### src/rtl/vga_sync_decoder_if.sv
// Sync-input and recovered-timing bundle for vga_sync_decoder.
// master drives the sync pins, slave is the decoder.
interface vga_sync_decoder_if;
  logic       en;
  logic       hsync;
  logic       vsync;
  logic [9:0] h_count;
  logic [9:0] v_count;
  logic [9:0] h_total;
  logic [9:0] v_total;
  logic       active;
  logic       locked;
  logic       err;

  modport master (
    output en, hsync, vsync,
    input  h_count, v_count, h_total, v_total,
    input  active, locked, err
  );

  modport slave (
    input  en, hsync, vsync,
    output h_count, v_count, h_total, v_total,
    output active, locked, err
  );
endinterface

### src/rtl/vga_sync_decoder.sv
// Receive-side VGA timing recovery: counts pixels/lines from incoming
// syncs, measures line/frame length and locks onto the configured mode.
module vga_sync_decoder #(
  parameter int unsigned H_TOTAL     = 800,
  parameter int unsigned V_TOTAL     = 525,
  parameter int unsigned H_START     = 144,
  parameter int unsigned V_START     = 35,
  parameter int unsigned H_ACTIVE    = 640,
  parameter int unsigned V_ACTIVE    = 480,
  parameter bit          SYNC_POL    = 1'b0,
  parameter int unsigned LOCK_FRAMES = 2
) (
  input logic               clk,
  input logic               arst_n,
  vga_sync_decoder_if.slave bus
);

  typedef enum logic [1:0] {
    SEARCH,
    CHECK,
    LOCKED
  } state_e;

  state_e     state_q, state_d;
  logic       hs_q, vs_q;
  logic [9:0] hc_q, hc_d;
  logic [9:0] vc_q, vc_d;
  logic [9:0] ht_q, ht_d;
  logic [9:0] vt_q, vt_d;
  logic       h_seen_q, h_seen_d;
  logic [3:0] good_q, good_d;
  logic       err_q, err_d;

  logic        hs_edge, vs_edge;
  logic [10:0] hc_inc, vc_inc;
  logic [9:0]  hc_sat, vc_sat;
  logic        line_mm, frame_mm, mm;
  logic        h_in, v_in;

  assign hs_edge = bus.en & (bus.hsync == SYNC_POL)
                 & (hs_q != SYNC_POL);
  assign vs_edge = bus.en & (bus.vsync == SYNC_POL)
                 & (vs_q != SYNC_POL);

  assign hc_inc = {1'b0, hc_q} + 11'd1;
  assign vc_inc = {1'b0, vc_q} + 11'd1;
  assign hc_sat = hc_inc[10] ? 10'h3ff : hc_inc[9:0];
  assign vc_sat = vc_inc[10] ? 10'h3ff : vc_inc[9:0];

  // Saturation is flagged on the 1022->1023 step so it fires only once.
  assign line_mm = (hs_edge & h_seen_q & (hc_inc != 11'(H_TOTAL)))
                 | (bus.en & ~hs_edge & (hc_q == 10'd1022));
  assign frame_mm = vs_edge & (vc_inc != 11'(V_TOTAL));
  assign mm = line_mm | frame_mm;

  always_comb begin
    hc_d     = hc_q;
    vc_d     = vc_q;
    ht_d     = ht_q;
    vt_d     = vt_q;
    h_seen_d = h_seen_q;
    good_d   = good_q;
    state_d  = state_q;
    err_d    = 1'b0;

    if (hs_edge) begin
      hc_d     = '0;
      ht_d     = hc_sat;
      h_seen_d = 1'b1;
    end else if (bus.en) begin
      hc_d = hc_sat;
    end

    if (vs_edge) begin
      vc_d = '0;
      vt_d = vc_sat;
    end else if (hs_edge) begin
      vc_d = vc_sat;
    end

    unique case (state_q)
      SEARCH: begin
        if (vs_edge) begin
          state_d = CHECK;
          good_d  = '0;
        end
      end
      CHECK: begin
        if (mm) begin
          state_d = SEARCH;
          err_d   = 1'b1;
        end else if (vs_edge) begin
          good_d = good_q + 4'd1;
          if (good_q + 4'd1 == 4'(LOCK_FRAMES))
            state_d = LOCKED;
        end
      end
      LOCKED: begin
        if (mm) begin
          state_d = SEARCH;
          err_d   = 1'b1;
        end
      end
      default: state_d = SEARCH;
    endcase
  end

  always_ff @(posedge clk or negedge arst_n) begin
    if (!arst_n) begin
      state_q  <= SEARCH;
      hs_q     <= ~SYNC_POL;
      vs_q     <= ~SYNC_POL;
      hc_q     <= '0;
      vc_q     <= '0;
      ht_q     <= '0;
      vt_q     <= '0;
      h_seen_q <= 1'b0;
      good_q   <= '0;
      err_q    <= 1'b0;
    end else begin
      if (bus.en) begin
        hs_q <= bus.hsync;
        vs_q <= bus.vsync;
      end
      state_q  <= state_d;
      hc_q     <= hc_d;
      vc_q     <= vc_d;
      ht_q     <= ht_d;
      vt_q     <= vt_d;
      h_seen_q <= h_seen_d;
      good_q   <= good_d;
      err_q    <= err_d;
    end
  end

  assign h_in = ({1'b0, hc_q} >= 11'(H_START))
              & ({1'b0, hc_q} < 11'(H_START + H_ACTIVE));
  assign v_in = ({1'b0, vc_q} >= 11'(V_START))
              & ({1'b0, vc_q} < 11'(V_START + V_ACTIVE));

  assign bus.h_count = hc_q;
  assign bus.v_count = vc_q;
  assign bus.h_total = ht_q;
  assign bus.v_total = vt_q;
  assign bus.locked  = (state_q == LOCKED);
  assign bus.active  = bus.locked & h_in & v_in;
  assign bus.err     = err_q;

endmodule
### src/flat_wrapper.sv
// flat-port wrapper written by rule: the top's interface ports become plain ports
module vga_sync_decoder_flat 
#(
  parameter int unsigned H_TOTAL     = 800,
  parameter int unsigned V_TOTAL     = 525,
  parameter int unsigned H_START     = 144,
  parameter int unsigned V_START     = 35,
  parameter int unsigned H_ACTIVE    = 640,
  parameter int unsigned V_ACTIVE    = 480,
  parameter bit          SYNC_POL    = 1'b0,
  parameter int unsigned LOCK_FRAMES = 2
)
  (clk, arst_n, bus_en, bus_hsync, bus_vsync, bus_h_count, bus_v_count, bus_h_total, bus_v_total, bus_active, bus_locked, bus_err);
  vga_sync_decoder_if bus_i ();
  input logic clk;
  input logic arst_n;
  input wire logic [$bits(bus_i.en)-1:0] bus_en;
  input wire logic [$bits(bus_i.hsync)-1:0] bus_hsync;
  input wire logic [$bits(bus_i.vsync)-1:0] bus_vsync;
  output wire logic [$bits(bus_i.h_count)-1:0] bus_h_count;
  output wire logic [$bits(bus_i.v_count)-1:0] bus_v_count;
  output wire logic [$bits(bus_i.h_total)-1:0] bus_h_total;
  output wire logic [$bits(bus_i.v_total)-1:0] bus_v_total;
  output wire logic [$bits(bus_i.active)-1:0] bus_active;
  output wire logic [$bits(bus_i.locked)-1:0] bus_locked;
  output wire logic [$bits(bus_i.err)-1:0] bus_err;
  assign bus_i.en = bus_en;
  assign bus_i.hsync = bus_hsync;
  assign bus_i.vsync = bus_vsync;
  assign bus_h_count = bus_i.h_count;
  assign bus_v_count = bus_i.v_count;
  assign bus_h_total = bus_i.h_total;
  assign bus_v_total = bus_i.v_total;
  assign bus_active = bus_i.active;
  assign bus_locked = bus_i.locked;
  assign bus_err = bus_i.err;
  vga_sync_decoder #(.H_TOTAL(H_TOTAL), .V_TOTAL(V_TOTAL), .H_START(H_START), .V_START(V_START), .H_ACTIVE(H_ACTIVE), .V_ACTIVE(V_ACTIVE), .SYNC_POL(SYNC_POL), .LOCK_FRAMES(LOCK_FRAMES)) u_core (.clk(clk), .arst_n(arst_n), .bus(bus_i));
endmodule
### config.mk
export PLATFORM = sky130hd
export DESIGN_NAME = vga_sync_decoder_flat
export DESIGN_NICKNAME = d
export VERILOG_FILES = /design/src/rtl/vga_sync_decoder_if.sv /design/src/rtl/vga_sync_decoder.sv /design/src/flat_wrapper.sv
export SDC_FILE = /design/constraint.sdc
export NUM_CORES = 1
export LEC_CHECK = 0
export ABC_AREA = 1
export CORE_ASPECT_RATIO = 1.4
export CORE_MARGIN = 1.5
export CORE_UTILIZATION = 50
export DETAILED_ROUTE_END_ITERATION = 6
export GPL_ROUTABILITY_DRIVEN = 0
export PLACE_DENSITY = 0.76
export SYNTH_ARGS = -nofsm -noshare
export SYNTH_HDL_FRONTEND = slang
export SYNTH_SLANG_ARGS = --single-unit
### constraint.sdc
create_clock -name clk -period 5.7 [get_ports clk]
set_clock_uncertainty 0.15 [all_clocks]
set_input_delay 1.14 -clock clk [delete_from_list [all_inputs] [get_ports clk]]
set_output_delay 1.14 -clock clk [all_outputs]
set_load 0.005 [all_outputs]
==> metrics.md <==
| Metric | Value |
|---|---|
| Status | `finished, final reports clean` |
| Fin crit period | `3.59 ns` |
| Hold/Removal Path Class | `flip-flop to flip-flop` |
| Clock slew at reported path FFs | `0.10 ns` |
| Detailed Route WL | `6750 um` |
| DRC errors left | `0` |
| Detail Route Antenna Nets | `0` |
| Synth top area cells | `dfrtp_1 42%, nand2_1 13%, inv_1 5.9%` |
| Cts hold-fix bufs | `0` |
| Placed cell area | `3380 sq um` |
| Via count | `2619` |
| Max Buffers Root-to-Sink | `2` |
| P_leak | `1.60 nW` |
| TritonRoute pass-1 iters | `4` |
| Die area | `6170 sq um` |
| Std cell rows | `32` |
| Distinct cells, synth | `32` |
| Fillers | `488` |
| Die Ht | `92.3 um` |
| Vias in the first global route | `2547` |
| MaxCap Viol Count | `0` |
| Final cycle utilization of the critical path | `62.9%` |
| CTS sink count | `50` |
| I/O Pins | `48` |
| Max Fclk | `0.279 GHz` |
| Syn avg cell area | `7.85 sq um` |
| YS warnings | `0` |
| Crit path launch | `u_core.bus.v_count[1]` |
| Met3 Wirelength | `249 um` |
| Sequential share of the synthesized area | `44.0%` |
| Slew Limit Fails | `0` |
| Starting DRT DRC Count | `164` |
| M1 WL | `2740 um` |
| Initial Util | `52.0%` |
| Largest net degree at the start of global routing | `51` |
| CP Capture Type | `output pin` |
| Commonest cells after routing, fill and taps aside | `100 x nand2_1, 48 x dfrtp_1, 46 x clkdlybuf4s50_1` |
| Commonest non-fill, non-tap cell in the layout | `nand2_1` |
| Worst R2R Start | `u_core.bus.h_count[1]` |
| WL per Instance | `14.0 um` |
| WS Path Type | `flip-flop to output pin` |
| WP data required | `4.41 ns` |
| Area leader, netlist | `dfrtp_1` |
| GRT overflow | `0` |
| Fin nets | `427` |
| Synth top area share | `42.1%` |
| Net count of the mapped netlist | `378` |
| Critical path peak fanout | `5` |
| Layout area overhead | `21.9%` |
| CTS Buf Count | `5` |
| WL met2 | `3570 um` |
| Core area | `5490 sq um` |
| Endpoints failing setup | `0` |
| Antenna Cells | `0` |
| Clock root buffer master | `clkbuf_8` |
| RSZ-0062 raised after global routing | `no` |
| CTS tree | `done` |
| VDD IR max | `169 uV` |
| Top Layer Used | `met4` |
| Worst setup SP type | `flip-flop` |
| Clock latency on the worst-skew pair | `0.32 ns` |
| Mapped cell area | `2850 sq um` |
| GRT Total Usage | `24.0%` |
| Worst min-delay path startpoint | `u_core.bus.v_total[2]` |
| Synth Register Bits | `50` |
| PD cells | `301 nW/um^2` |
| Synthesized instance count | `363` |
| Fin Setup TNS | `0 ns` |
| Final hold viol count | `0` |
| Post-CTS sizing | `0` |
| Post-route cell area | `3480 sq um` |
| Arrival time worst endpoint | `2.30 ns` |
| Slew Limit Headroom | `25.7%` |
| Global-route wire length before repair | `11400 um` |
| Dpl hpwl | `5080 um` |
| Vias per inst | `5.44` |
| Initial antenna violation count | `0` |
| Slew @ Worst Pin | `1.11 ns` |
| H-tree depth | `2` |
| Share of post-route cells with drive strength above 1 | `11.4%` |
| Die X | `66.8 um` |
| Buffers on Ports | `47` |
| Setup Buffers After CTS | `0` |
[through the flow]
stage	worst slack (ns)	std cells	hold slack (ns)	util (%)	power, mW
3_5_place_dp	1.91	473	0.325	61.6	0.826
3_3_place_gp	2.01	473	0.306	61.6	0.815
2_1_floorplan	3.15	363	0.290	-	0.668
5_1_grt	1.93	481	0.381	63.4	1.12
6_report	2.11	481	0.345	63.4	1.05
4_1_cts	2.09	481	0.350	63.4	1.06
[registers in the layout (all words and copies together) (netlist names)]
name	flops
u_core.bus.v_total	10
u_core.bus.err	1
u_core.bus.h_total	10
u_core.bus.v_count	10
u_core.bus.h_count	10
u_core.state_q	2
u_core.vs_q	1
u_core.h_seen_q	1
u_core.hs_q	1
u_core.good_q	4
[power breakdown]
group / leakage (nW) / switching (mW) / internal (mW)
sequential: 0.662 / 0.0622 / 0.415
combinational: 0.889 / 0.179 / 0.162
clock: 0.0506 / 0.138 / 0.0921
total: 1.60 / 0.379 / 0.669
[logic make-up (layout without fill, tap and decap cells)]
logic type	after synthesis	count (layout)	share of synthesized area, %
DFF	50	50	44.0
xor gates and xnor gates	3	3	0.922
buffers and inverters	54	104	7.24
adders and majority gates	10	10	4.39
AOI/OAI and AO/OA	57	57	12.3
and+or+nand+nor	189	189	31.1
[synthesized netlist by cell type]
cell type / count
a31oi_1: 2
xnor2_1: 2
nand3_1: 22
xor2_1: 1
nor4_1: 1
o2111ai_1: 5
o22ai_1: 15
o21bai_1: 2
nor3_1: 1
or2_2: 4
o211ai_2: 1
nor2_4: 5
nor2_2: 6
and3_1: 1
buf_4: 1
nand2_1: 100
o21bai_4: 1
nor2_1: 29
nand2_2: 9
dfstp_2: 2
nand2_4: 1
dfrtp_1: 48
inv_1: 45
ha_1: 10
nand4_1: 5
a21oi_1: 5
nand3_2: 4
inv_2: 4
o21ai_1: 2
nand3_4: 1
clkbuf_1: 4
o21ai_0: 24
[area by class of cell]
type / instances / area [sq um] / area share, %
Clock buffer: 5 / 68.8 / 1.98
Clock inverter: 3 / 28.8 / 0.828
Inverter: 49 / 184 / 5.29
Tap cell: 68 / 85.1 / 2.45
Timing Repair Buffer: 47 / 465 / 13.4
Sequential cell: 50 / 1250 / 36.1
Multi-Input combinational cell: 259 / 1390 / 40.0
[layer usage]
metal	up-vias	GRT usage, %
met1	1252	28.7
met3	17	3.89
li1	1276	-
met5	-	0
met4	0	10.9
met2	74	41.6
[path summary, 6_finish.rpt]
check	slack [ns]	cells after the start	end
worst max-delay path	2.11	8	bus_active
worst min-delay path	0.34	2	u_core.bus.v_total[2]
worst max register to register	3.46	14	u_core.state_q[1]
worst min register to register	0.34	2	u_core.bus.v_total[2]
max in group asynchronous	3.84	1	u_core.good_q[2]
min in group asynchronous	0.88	1	u_core.bus.h_total[3]
[critical path: stages (launching register included)]
cell and delay, ns:
dfrtp_1 0.42, ha_1 0.28, inv_1 0.06, nand2_1 0.12, o21ai_0 0.09, a31oi_1 0.15
a21oi_1 0.08, nor4_1 0.24, clkdlybuf4s50_1 0.56
Power figures use the tool's default switching activity.
